===== src/rtl/gpio_bus_arbiter.sv =====
// Round-robin share of one GPIO slave port between m0 and m1; grant is combinational in IDLE.
// Write takes 2 cycles, read returns rvalid READ_LATENCY+2 cycles after grant; losers hold req.
module gpio_bus_arbiter #(
  parameter int READ_LATENCY = 1,
  parameter int ADDR_W       = 32,
  parameter int DATA_W       = 32
) (
  input  logic              clk,
  input  logic              reset_n,
  input  logic              m0_req,
  input  logic              m0_we,
  input  logic [ADDR_W-1:0] m0_addr,
  input  logic [DATA_W-1:0] m0_wdata,
  output logic              m0_gnt,
  output logic              m0_rvalid,
  output logic [DATA_W-1:0] m0_rdata,
  input  logic              m1_req,
  input  logic              m1_we,
  input  logic [ADDR_W-1:0] m1_addr,
  input  logic [DATA_W-1:0] m1_wdata,
  output logic              m1_gnt,
  output logic              m1_rvalid,
  output logic [DATA_W-1:0] m1_rdata,
  output logic [ADDR_W-1:0] gpio_address,
  output logic [DATA_W-1:0] gpio_data_write,
  output logic              gpio_write_enable,
  input  logic [DATA_W-1:0] gpio_data_read
);

  localparam int CNT_W = $clog2(READ_LATENCY + 1);

  typedef enum logic [1:0] {IDLE, ISSUE, WAIT} state_t;

  state_t             state_q, state_d;
  logic               last_q;
  logic               own_q;
  logic               we_q;
  logic [ADDR_W-1:0]  addr_q;
  logic [DATA_W-1:0]  wdata_q;
  logic [CNT_W-1:0]   cnt_q, cnt_d;
  logic               m0_rvalid_q, m1_rvalid_q;
  logic [DATA_W-1:0]  m0_rdata_q, m1_rdata_q;

  logic grant;
  logic win;
  logic cap;

  always_comb begin
    state_d = state_q;
    cnt_d   = cnt_q;
    grant   = 1'b0;
    win     = 1'b0;
    cap     = 1'b0;
    m0_gnt  = 1'b0;
    m1_gnt  = 1'b0;
    case (state_q)
      IDLE: begin
        // On a tie the master that was not served last wins.
        if (m0_req && m1_req) begin
          grant = 1'b1;
          win   = ~last_q;
        end else if (m0_req) begin
          grant = 1'b1;
          win   = 1'b0;
        end else if (m1_req) begin
          grant = 1'b1;
          win   = 1'b1;
        end
        if (grant) begin
          m0_gnt  = ~win;
          m1_gnt  = win;
          state_d = ISSUE;
        end
      end
      ISSUE: begin
        if (we_q) begin
          state_d = IDLE;
        end else begin
          cnt_d   = CNT_W'(READ_LATENCY);
          state_d = WAIT;
        end
      end
      WAIT: begin
        cnt_d = cnt_q - CNT_W'(1);
        if (cnt_q == CNT_W'(1)) begin
          cap     = 1'b1;
          state_d = IDLE;
        end
      end
      default: state_d = IDLE;
    endcase
  end

  always_ff @(posedge clk or negedge reset_n) begin
    if (!reset_n) begin
      state_q     <= IDLE;
      last_q      <= 1'b1;
      own_q       <= 1'b0;
      we_q        <= 1'b0;
      addr_q      <= '0;
      wdata_q     <= '0;
      cnt_q       <= '0;
      m0_rvalid_q <= 1'b0;
      m1_rvalid_q <= 1'b0;
      m0_rdata_q  <= '0;
      m1_rdata_q  <= '0;
    end else begin
      state_q     <= state_d;
      cnt_q       <= cnt_d;
      m0_rvalid_q <= cap & ~own_q;
      m1_rvalid_q <= cap & own_q;
      if (grant) begin
        own_q   <= win;
        last_q  <= win;
        we_q    <= win ? m1_we    : m0_we;
        addr_q  <= win ? m1_addr  : m0_addr;
        wdata_q <= win ? m1_wdata : m0_wdata;
      end
      if (cap && !own_q) m0_rdata_q <= gpio_data_read;
      if (cap && own_q)  m1_rdata_q <= gpio_data_read;
    end
  end

  // Address and write data stay on the last issued values between transactions.
  assign gpio_address      = addr_q;
  assign gpio_data_write   = wdata_q;
  assign gpio_write_enable = (state_q == ISSUE) && we_q;

  assign m0_rvalid = m0_rvalid_q;
  assign m1_rvalid = m1_rvalid_q;
  assign m0_rdata  = m0_rdata_q;
  assign m1_rdata  = m1_rdata_q;

endmodule

===== config.mk =====
export PLATFORM = sky130hd
export DESIGN_NAME = gpio_bus_arbiter
export DESIGN_NICKNAME = d
export VERILOG_FILES = /design/src/rtl/gpio_bus_arbiter.sv
export SDC_FILE = /design/constraint.sdc
export NUM_CORES = 1
export LEC_CHECK = 0
export BUFFER_PORTS_ARGS = -buffer_cell sky130_fd_sc_hd__clkbuf_2
export CORE_MARGIN = 5
export CORE_UTILIZATION = 40
export DETAILED_ROUTE_END_ITERATION = 8
export GPL_TIMING_DRIVEN = 0
export HOLD_SLACK_MARGIN = 0.12
export PLACE_DENSITY = 0.71
export SLEW_MARGIN = 20
export SYNTH_ARGS = -nofsm -noshare
export SYNTH_HDL_FRONTEND = slang
export SYNTH_SLANG_ARGS = --single-unit

===== constraint.sdc =====
create_clock -name clk -period 1.9 [get_ports clk]
set_input_delay 0.19 -clock clk [delete_from_list [all_inputs] [get_ports clk]]
set_output_delay 0.19 -clock clk [all_outputs]
set_load 0.02 [all_outputs]

==> flow_summary.ini <==
[detailed_routing]
vias = 6515
routed-wl-met2_mm = 11.93
drt_first_pass_iters = 5
drt_iter0_markers = 356
drt-total-wl_mm = 23.98
wl_per_cell_um = 20.42
wl_met3_mm = 2.249
post-route-drc-count = 0
highest_layer = met4
m1WireLength_mm = 8.896
via_per_inst = 5.549
postRouteAntennaNets = 0

[floorplan]
die-height_um = 132.7
start_util_pct = 41.10
die_w_um = 132.7
coreArea_um2 = 14640
rows = 44
io_pins = 299
dieArea_um2 = 17600

[global_route]
grt.overflow.total = 0
grt_pass1_wl_mm = 38.20
grt_max_degree = 83
grt_pass1_vias = 7062
grt_usage_pct = 27.22
antenna_found_initial = 1

[synthesis]
synth_seq_area_share_pct = 56.57
syn_area_um2 = 6018
syn-mean-instance-area_um2 = 12.28
synthTopCellsByArea = dfrtp_1, mux2_2, a32oi_1
yosysTopAreaCell = dfrtp_1
synth_common_cells = dfrtp_1, mux2_2, a21oi_1, a32oi_1, o2bb2ai_1
syn_nets = 656
synthDominantCellAreaShare_pct = 56.13
synth_warnings = 0
ys_ff_latch = 136
async_flop_share_pct = 100.0
synth_edf_count = 0
yosysMostFrequentCell = dfrtp_1
synth_top_flop_cell = dfrtp_1
synth.distinct_cells = 29
synthCells = 490

[timing]
clock.fmax_mhz = 542.0
max_slew_margin_pct = 62.00
hold_viol = 0
rsz0062_at_grt = yes
period_share_pct = 97.10
fin_skew_ns = 0.009856
slew_viol_final = 0
tightest_slew_ns = 0.5701
layout_min_cycle_time_ns = 1.845
worst_slack_ns = 0.05505
setup_viol = 0

[run_status]
outcome = completed

[worst_setup_path]
worst-r2r-cell-count = 8
critical-path-top-delay-family = flip-flops
r2r_slack_ns = 0.09
criticalPathCategory = reg -> out
path_buf_inv = 2
slowest_delay_ns = 0.58
cp-endpoint = m0_gnt
cp_num_cells = 4
cp-startpoint = last_q
crit_arrival_ns = 1.65
critical_path.max_fanout = 10
reg2reg_to = gpio_data_write[26]
required_ns = 1.71
path_cells = nand2b_4 -> clkbuf_16 -> and3_4 -> buf_8
slowest_stage = dfstp_2
rr_startpoint = state_q[0]
critPathCaptureType = output pin
startpoint_type = register

[power_and_ir_drop]
p_per_area_nw_per_um2 = 1629
peakVddDrop_uv = 820.5
p_leak_uw = 0.004791
power_uw = 16540

[hold_path]
hp-class = in -> reg
hp-start = m0_req

[final_layout]
nets = 1141
syn_to_final_growth_pct = 68.71
drive_above_1_share_pct = 44.23

[cts]
clk_pin_slew_ns = 0.06
clock-sinks = 136
cts_max_level = 4
cts.root.buffer_cell = clkbuf_16
clk_latency_ns = 0.42
cts_inserted_buffers = 17
tritoncts = yes
clk_path_buf_depth = 2

[place]
routabilityCongestion = 0.7988
place_hpwl_mm = 14.51
dp_worst_setup_slack_ns = -0.1679
io_buffers = 298

[run]
maxCapViolCount = 0
==> worst min-delay path by stage <==
stage | cells past startpoint | end
6_report | 3 | last_q
5_1_grt | 3 | last_q
4_1_cts | 3 | last_q
3_5_place_dp | 1 | m0_rdata[10]
3_3_place_gp | 2 | m0_rdata[16]
2_1_floorplan | 0 | cnt_q
==> worst register-to-register path, stage by stage (launching register included) <==
cell and delay, ns:
dfrtp_1 0.37, buf_6 0.15, a211oi_4 0.22, buf_4 0.14, buf_4 0.10, clkbuf_4 0.21, buf_2 0.26, a21oi_1 0.10
o2bb2ai_1 0.18
==> timing repair <==
item | 4_1_cts | 5_1_grt
endpoints found under the hold margin | 183 | 0
gates resized for setup | 21 | 12
endpoints found under the setup margin | 2 | 53
setup buffers | 4 | 2
hold buffers | 163 | 0
pin swaps | 3 | 4
==> cell type report <==
type                            count  area [um^2]
Inverter                           18        67.56
Sequential cell                   136         3405
Buffer                             54        314.1
Antenna cell                        2        5.005
Clock buffer                       17        425.4
Timing Repair Buffer              468         3224
Multi-Input combinational cell    280         2313
Clock inverter                     15        168.9
Tap cell                          184        230.2
Fill cell                        1036         4491
==> metal layers <==
metal	up-vias	track usage, %
met3	82	8.466
met1	3123	31.25
li1	2880	-
met2	430	46.77
met5	-	0
met4	0	12.07
==> report_power, final <==
group | internal [uW] | switching [uW] | leakage (uW)
logic | 3160 | 4810 | 0.00287
clock network | 1960 | 1380 | 0.000288
registers | 4370 | 862 | 0.00163
total | 9490 | 7050 | 0.00479
==> registers in the layout (all words and copies together) (netlist names) <==
name             flops
gpio_address        32
gpio_data_write     32
m0_rdata            32
m1_rdata            32
state_q              2
cnt_q                1
last_q               1
m0_rvalid            1
m1_rvalid            1
own_q                1
we_q                 1
==> placed cells by master, fill, tap and decap left out, types with 18 or more instances in the layout <==
cell type / synthesis / final
dfrtp_1: 135 / 135
a32oi_1: 49 / 49
dlygate4sd3_1: 0 / 163
a21oi_1: 52 / 52
clkbuf_2: 0 / 295
o2bb2ai_1: 49 / 49
nand3_1: 32 / 32
mux2_2: 60 / 60
clkbuf_1: 28 / 26
clkbuf_16: 0 / 18
==> kinds of logic (layout without fill, tap and decap cells) <==
| group | Yosys count | in the layout | synth area share, % |
|---|---|---|---|
| AND/OR/NAND/NOR | 47 | 47 | 4.532 |
| AO/OA/AOI/OAI | 169 | 169 | 21.37 |
| other | 0 | 2 | 0 |
| flip-flops | 136 | 136 | 56.57 |
| buffers and inverters | 74 | 572 | 5.551 |
| multiplexers | 64 | 64 | 11.98 |
==> per-stage QoR <==
stage	utilization (%)	cells	hold WS (ns)	instance area, um^2	setup TNS [ns]
floorplan	-	490	-0.1056	6018	0
global placement	52.85	972	0.4303	7740	-217.93
detailed placement	53.10	973	0.1873	7776	-0.1679
CTS	69.06	1171	0.1335	10110	0
global route	69.32	1173	0.1934	10150	-0.04194
finish	69.34	1174	0.2062	10150	0
Power figures use the tool's default switching activity.
